==> config.mk <==
export PLATFORM = sky130hd
export DESIGN_NAME = uart_cmd_decoder_flat
export DESIGN_NICKNAME = d
export VERILOG_FILES = /design/src/rtl/uart_cmd_decoder_if.sv /design/src/rtl/uart_cmd_decoder.sv /design/src/flat_wrapper.sv
export SDC_FILE = /design/constraint.sdc
export NUM_CORES = 1
export LEC_CHECK = 0
export CORE_MARGIN = 4
export CORE_UTILIZATION = 41
export DETAILED_ROUTE_END_ITERATION = 7
export PLACE_DENSITY = 0.77
export SKIP_LAST_GASP = 1
export SLEW_MARGIN = 20
export SYNTH_ARGS = -nofsm -noshare
export SYNTH_HDL_FRONTEND = slang
export SYNTH_SLANG_ARGS = --single-unit
export TNS_END_PERCENT = 5
==> constraint.sdc <==
create_clock -name clk -period 1.35 [get_ports clk]
set_input_delay 0.135 -clock clk [delete_from_list [all_inputs] [get_ports clk]]
set_output_delay 0.135 -clock clk [all_outputs]
set_load 0.01 [all_outputs]
==> src/rtl/uart_cmd_decoder_if.sv <==
// Byte-stream and back-end strobe bundle between the UART receiver, the
// command decoder and the register file / ALU.
interface uart_cmd_decoder_if #(
    parameter int DATA_WIDTH = 8,
    parameter int ADDR_WIDTH = 4,
    parameter int FUN_WIDTH  = 4
);
    logic [DATA_WIDTH-1:0] RX_P_DATA;
    logic                  RX_D_VLD;
    logic                  RX_ERR;
    logic                  WrEn;
    logic                  RdEn;
    logic [ADDR_WIDTH-1:0] Address;
    logic [DATA_WIDTH-1:0] WrData;
    logic                  ALU_EN;
    logic [FUN_WIDTH-1:0]  ALU_FUN;
    logic                  FRAME_ERR;

    modport master (
        output RX_P_DATA, RX_D_VLD, RX_ERR,
        input  WrEn, RdEn, Address, WrData, ALU_EN, ALU_FUN, FRAME_ERR
    );

    modport slave (
        input  RX_P_DATA, RX_D_VLD, RX_ERR,
        output WrEn, RdEn, Address, WrData, ALU_EN, ALU_FUN, FRAME_ERR
    );
endinterface

==> src/rtl/uart_cmd_decoder.sv <==
// Parses UART command frames into register-file and ALU strobes.
// Optional inter-byte timeout is built only when CMD_TIMEOUT_EN is defined.
module uart_cmd_decoder #(
    parameter int DATA_WIDTH     = 8,
    parameter int ADDR_WIDTH     = 4,
    parameter int FUN_WIDTH      = 4,
    parameter int TIMEOUT_CYCLES = 4095
) (
    input  logic              clk,
    input  logic              RST,
    uart_cmd_decoder_if.slave bus
);
    localparam logic [DATA_WIDTH-1:0] CMD_WR    = DATA_WIDTH'(8'hAA);
    localparam logic [DATA_WIDTH-1:0] CMD_RD    = DATA_WIDTH'(8'hBB);
    localparam logic [DATA_WIDTH-1:0] CMD_ALU   = DATA_WIDTH'(8'hCC);
    localparam logic [DATA_WIDTH-1:0] CMD_ALU_N = DATA_WIDTH'(8'hDD);

    typedef enum logic [2:0] {
        IDLE, WR_ADDR, WR_DATA, RD_ADDR, ALU_A, ALU_B, ALU_FUN
    } state_t;

    state_t                r_state;
    state_t                w_state_nxt;
    logic                  r_wr_en,  w_wr_en;
    logic                  r_rd_en,  w_rd_en;
    logic                  r_alu_en, w_alu_en;
    logic                  r_ferr,   w_ferr;
    logic [ADDR_WIDTH-1:0] r_addr,   w_addr;
    logic [DATA_WIDTH-1:0] r_wdata,  w_wdata;
    logic [FUN_WIDTH-1:0]  r_fun,    w_fun;
    logic                  w_tmo;

`ifdef CMD_TIMEOUT_EN
    localparam int CNT_W = $clog2(TIMEOUT_CYCLES + 1);
    logic [CNT_W-1:0] r_tmo_cnt;

    // Fires on the edge that would bring the count to TIMEOUT_CYCLES; a byte
    // arriving on that same edge wins and suppresses the timeout.
    assign w_tmo = (r_state != IDLE) && !bus.RX_D_VLD &&
                   (r_tmo_cnt == CNT_W'(TIMEOUT_CYCLES - 1));

    always_ff @(posedge clk or posedge RST) begin
        if (RST)
            r_tmo_cnt <= '0;
        else if (bus.RX_D_VLD || (r_state == IDLE) || w_tmo)
            r_tmo_cnt <= '0;
        else
            r_tmo_cnt <= r_tmo_cnt + 1'b1;
    end
`else
    assign w_tmo = 1'b0;
`endif

    always_comb begin
        w_state_nxt = r_state;
        w_wr_en     = 1'b0;
        w_rd_en     = 1'b0;
        w_alu_en    = 1'b0;
        w_ferr      = 1'b0;
        w_addr      = r_addr;
        w_wdata     = r_wdata;
        w_fun       = r_fun;

        if (bus.RX_D_VLD) begin
            if (bus.RX_ERR) begin
                w_ferr      = 1'b1;
                w_state_nxt = IDLE;
            end else begin
                unique case (r_state)
                    IDLE: begin
                        if (bus.RX_P_DATA == CMD_WR)         w_state_nxt = WR_ADDR;
                        else if (bus.RX_P_DATA == CMD_RD)    w_state_nxt = RD_ADDR;
                        else if (bus.RX_P_DATA == CMD_ALU)   w_state_nxt = ALU_A;
                        else if (bus.RX_P_DATA == CMD_ALU_N) w_state_nxt = ALU_FUN;
                        else                                 w_ferr      = 1'b1;
                    end
                    WR_ADDR: begin
                        w_addr      = bus.RX_P_DATA[ADDR_WIDTH-1:0];
                        w_state_nxt = WR_DATA;
                    end
                    WR_DATA: begin
                        w_wdata     = bus.RX_P_DATA;
                        w_wr_en     = 1'b1;
                        w_state_nxt = IDLE;
                    end
                    RD_ADDR: begin
                        w_addr      = bus.RX_P_DATA[ADDR_WIDTH-1:0];
                        w_rd_en     = 1'b1;
                        w_state_nxt = IDLE;
                    end
                    // ALU operands land in register-file slots 0 and 1
                    ALU_A: begin
                        w_addr      = '0;
                        w_wdata     = bus.RX_P_DATA;
                        w_wr_en     = 1'b1;
                        w_state_nxt = ALU_B;
                    end
                    ALU_B: begin
                        w_addr      = ADDR_WIDTH'(1);
                        w_wdata     = bus.RX_P_DATA;
                        w_wr_en     = 1'b1;
                        w_state_nxt = ALU_FUN;
                    end
                    ALU_FUN: begin
                        w_fun       = bus.RX_P_DATA[FUN_WIDTH-1:0];
                        w_alu_en    = 1'b1;
                        w_state_nxt = IDLE;
                    end
                    default: w_state_nxt = IDLE;
                endcase
            end
        end else if (w_tmo) begin
            w_ferr      = 1'b1;
            w_state_nxt = IDLE;
        end
    end

    always_ff @(posedge clk or posedge RST) begin
        if (RST) begin
            r_state  <= IDLE;
            r_wr_en  <= 1'b0;
            r_rd_en  <= 1'b0;
            r_alu_en <= 1'b0;
            r_ferr   <= 1'b0;
            r_addr   <= '0;
            r_wdata  <= '0;
            r_fun    <= '0;
        end else begin
            r_state  <= w_state_nxt;
            r_wr_en  <= w_wr_en;
            r_rd_en  <= w_rd_en;
            r_alu_en <= w_alu_en;
            r_ferr   <= w_ferr;
            r_addr   <= w_addr;
            r_wdata  <= w_wdata;
            r_fun    <= w_fun;
        end
    end

    assign bus.WrEn      = r_wr_en;
    assign bus.RdEn      = r_rd_en;
    assign bus.ALU_EN    = r_alu_en;
    assign bus.FRAME_ERR = r_ferr;
    assign bus.Address   = r_addr;
    assign bus.WrData    = r_wdata;
    assign bus.ALU_FUN   = r_fun;
endmodule

==> src/flat_wrapper.sv <==
// flat-port wrapper written by rule: the top's interface ports become plain ports
module uart_cmd_decoder_flat 
#(
    parameter int DATA_WIDTH     = 8,
    parameter int ADDR_WIDTH     = 4,
    parameter int FUN_WIDTH      = 4,
    parameter int TIMEOUT_CYCLES = 4095
)
  (clk, RST, bus_RX_P_DATA, bus_RX_D_VLD, bus_RX_ERR, bus_WrEn, bus_RdEn, bus_Address, bus_WrData, bus_ALU_EN, bus_ALU_FUN, bus_FRAME_ERR);
  uart_cmd_decoder_if #(.DATA_WIDTH(DATA_WIDTH), .ADDR_WIDTH(ADDR_WIDTH), .FUN_WIDTH(FUN_WIDTH)) bus_i ();
  input  logic clk;
  input  logic RST;
  input wire logic [$bits(bus_i.RX_P_DATA)-1:0] bus_RX_P_DATA;
  input wire logic [$bits(bus_i.RX_D_VLD)-1:0] bus_RX_D_VLD;
  input wire logic [$bits(bus_i.RX_ERR)-1:0] bus_RX_ERR;
  output wire logic [$bits(bus_i.WrEn)-1:0] bus_WrEn;
  output wire logic [$bits(bus_i.RdEn)-1:0] bus_RdEn;
  output wire logic [$bits(bus_i.Address)-1:0] bus_Address;
  output wire logic [$bits(bus_i.WrData)-1:0] bus_WrData;
  output wire logic [$bits(bus_i.ALU_EN)-1:0] bus_ALU_EN;
  output wire logic [$bits(bus_i.ALU_FUN)-1:0] bus_ALU_FUN;
  output wire logic [$bits(bus_i.FRAME_ERR)-1:0] bus_FRAME_ERR;
  assign bus_i.RX_P_DATA = bus_RX_P_DATA;
  assign bus_i.RX_D_VLD = bus_RX_D_VLD;
  assign bus_i.RX_ERR = bus_RX_ERR;
  assign bus_WrEn = bus_i.WrEn;
  assign bus_RdEn = bus_i.RdEn;
  assign bus_Address = bus_i.Address;
  assign bus_WrData = bus_i.WrData;
  assign bus_ALU_EN = bus_i.ALU_EN;
  assign bus_ALU_FUN = bus_i.ALU_FUN;
  assign bus_FRAME_ERR = bus_i.FRAME_ERR;
  uart_cmd_decoder #(.DATA_WIDTH(DATA_WIDTH), .ADDR_WIDTH(ADDR_WIDTH), .FUN_WIDTH(FUN_WIDTH), .TIMEOUT_CYCLES(TIMEOUT_CYCLES)) u_core (.clk(clk), .RST(RST), .bus(bus_i));
endmodule
==> results_dict.tcl <==
set metrics [dict create \
    fin_tns_setup_ns -0.615 \
    post-route-drc-count 0 \
    synthTopCellsByArea "dfrtp_1, mux2_2, nand2_1" \
    io_pins 32 \
    cts_buffers 3 \
    multi_input_area_sq_um 487 \
    rr_endpoint "u_core.bus.WrData[3]" \
    pwr_density_cell_mw_per_mm2 1640 \
    yosysWarnings 0 \
    drt-vias-per-instance 5.41 \
    clock_sinks 23 \
    maxCapViolCount 0 \
    finalClockSkew_ns 0.00187 \
    grt_usage_pct 16.4 \
    synthCells 91 \
    clk_latency_ns 0.31 \
    max_stage_delay_ns 0.43 \
    wl_per_cell_um 15.3 \
    crit_path_end_kind "register" \
    ir_worst_vdd_v 0.00105 \
    layout_common_cells "clkdlybuf4s50_1, dfrtp_1, buf_4" \
    relSlewSlack_pct 74.3 \
    fin_crit_sh_pct 105 \
    grt_pass1_wl_um 4300 \
    cts_tree "built" \
    nNetsFinal 157 \
    fp-row-count 18 \
    synth_top_area_cell "dfrtp_1" \
    vias 942 \
    die_h_um 59.0 \
    hpwl_um 1970 \
    dpl.cell_count 168 \
    min_period_ns 1.42 \
    worstPathMaxFanout 5 \
    crit_chain "or3b_4 -> o21ai_4 -> nand2_4 -> mux2_2" \
    antenna_found_initial 0 \
    failed_checks "setup timing" \
    drt_pass1_iterations 4 \
    fill_cells 214 \
    grt_max_degree 24 \
    routed.top_layer "met4" \
    seq_area_frac_synth_pct 54.0 \
    synth_cell_types 29 \
    finalHoldWorstSlack_ns 0.173 \
    layout_setup_ws_ns -0.0703 \
    initial_core_util_pct 43.0 \
    port_buffers 31 \
    coreArea_sq_mm 0.00248 \
    htreeDepth 1 \
    hold_buffers 0 \
    routed-wl-met3_um 124 \
    power_leakage_nw 0.725 \
    synth_nets 103 \
    antenna_cells 0 \
    area_growth_pct 50.6 \
    finalSetupViolCount 18 \
    layout_commonest_cell "clkdlybuf4s50_1" \
    fmax_mhz 704 \
    slew_viol_final 0 \
    rsz0062_at_grt "yes" \
    final_antenna_net_count 0 \
    routed_wl_um 2670 \
    cts.clk_slew.worst_paths_ns 0.12 \
    place_ws_ns -0.285 \
    startpoint_type "register" \
    status "complete, but fails checks" \
    dieArea_sq_mm 0.00348 \
    routabilityCongestion 0.850 \
    drt-met1-wl_um 1150 \
    crit_required_ns 1.56 \
    drive_above_1_share_pct 29.9 \
    hold_viol 0 \
    placed_cell_area_sq_mm 0.00154 \
    worstPathArrival_ns 1.63 \
    overflow 0 \
    root_buffer "clkbuf_4" \
    cts_buffer_depth 2 \
    holdCritPathClass "in -> async" \
    wl_met2_um 1350 \
    drtIter0Drc 16 \
    register_area_sq_um 576 \
    stdcell_count 174 \
    worstSetupPathType "reg -> reg" \
    avgSynthCellArea_sq_um 11.7 \
    die_w_um 59.0 \
    rr_startpoint "u_core.r_state[2]" \
    synth_top_area_share_pct 54.0 \
    rr_worst_depth 4 \
    design_area_sq_mm 0.00161 \
    crit_slowest_cell "dfrtp_1" \
    r2r_slack_ns -0.07 \
    tightest_slew_ns 0.384 \
    synth-seq-cells 23 \
    grt_pass1_vias 920 \
    syn_area_sq_mm 0.00107 \
]
-- flip-flops by register name, indices dropped and copies added, names as in the netlist --
signal / cells
u_core.bus.WrData: 8
u_core.r_state: 3
u_core.bus.Address: 4
u_core.bus.RdEn: 1
u_core.bus.WrEn: 1
u_core.bus.ALU_EN: 1
u_core.bus.FRAME_ERR: 1
u_core.bus.ALU_FUN: 4
-- worst max-delay path by stage --
stage | from | slack (ns) | end
3_3_place_gp | bus_RX_ERR | -0.23 | u_core.bus.ALU_FUN[2]
2_1_floorplan | u_core.r_state[2] | -0.06 | u_core.bus.WrData[0]
4_1_cts | u_core.bus.Address[3] | -0.06 | bus_Address[3]
5_1_grt | u_core.r_state[2] | -0.1 | u_core.bus.WrData[1]
6_report | u_core.r_state[2] | -0.07 | u_core.bus.WrData[3]
3_5_place_dp | bus_RX_P_DATA[1] | -0.29 | u_core.r_state[2]
-- cells in the mapped netlist --
master / instances
a211oi_1: 1
a21oi_1: 4
a2bb2oi_1: 1
a31oi_1: 3
and2b_1: 1
and4_1: 1
and4b_1: 1
buf_4: 2
clkbuf_1: 1
clkbuf_2: 1
dfrtp_1: 23
inv_1: 3
mux2_2: 12
mux2i_1: 1
nand2_1: 9
nand2_4: 1
nand4bb_1: 2
nor2_1: 1
nor2b_1: 5
nor3_1: 3
nor3_4: 1
nor3b_1: 1
nor4_1: 1
o21a_1: 2
o21ai_0: 6
o21ai_2: 1
o311a_1: 1
or3b_1: 1
xor2_1: 1
-- stage by stage --
step           utilization, %  power [W]
6_report                 64.8    0.00263
5_1_grt                  64.8    0.00279
4_1_cts                  63.4    0.00260
3_5_place_dp             62.2    0.00227
3_3_place_gp             62.2    0.00223
2_1_floorplan               -    0.00160
-- power by group --
group	switching (W)	total, W	internal, W	leakage (nW)
logic	0.000505	0.00125	0.000747	0.425
clock network	0.000205	0.000320	0.000115	0.0150
registers	0.000128	0.00106	0.000929	0.285
total	0.000837	0.00263	0.00179	0.725
-- cell type report --
| type | count | share of cell area, % |
|---|---|---|
| timing repair buffer | 52 | 29.2 |
| tap | 30 | 2.34 |
| sequential | 23 | 35.9 |
| clock buffer | 4 | 1.64 |
| multi-input combinational | 62 | 30.3 |
| inverter | 3 | 0.701 |
-- metal layers --
metal	vias up	track usage (%)
met5	-	0
met4	0	7.77
met3	4	1.53
met2	22	27.3
met1	478	21.4
li1	438	-
-- worst max-delay path: cells and delay by family, from the launching register on --
family | cells | cell delay, ns
flops | 1 | 0.43
simple gates | 2 | 0.50
compound gates | 1 | 0.11
mux | 1 | 0.28
-- cell families (layout without fill, tap and decap cells) --
logic type | count (synthesis) | after routing | synth area share (%)
AND/OR/NAND/NOR | 28 | 29 | 17.1
flip-flops | 23 | 23 | 54.0
AO/OA/AOI/OAI | 19 | 19 | 11.2
multiplexers | 13 | 13 | 13.6
buffers and inverters | 7 | 59 | 3.29
XOR/XNOR | 1 | 1 | 0.822
-- timing repair --
action,CTS,global route
endpoints found under the setup margin,25,36
pin swaps,0,2
gates resized for setup,1,4
setup buffers,0,1
hold endpoints to repair,0,0
cloned,0,1
(Power assumes the default switching activity.)
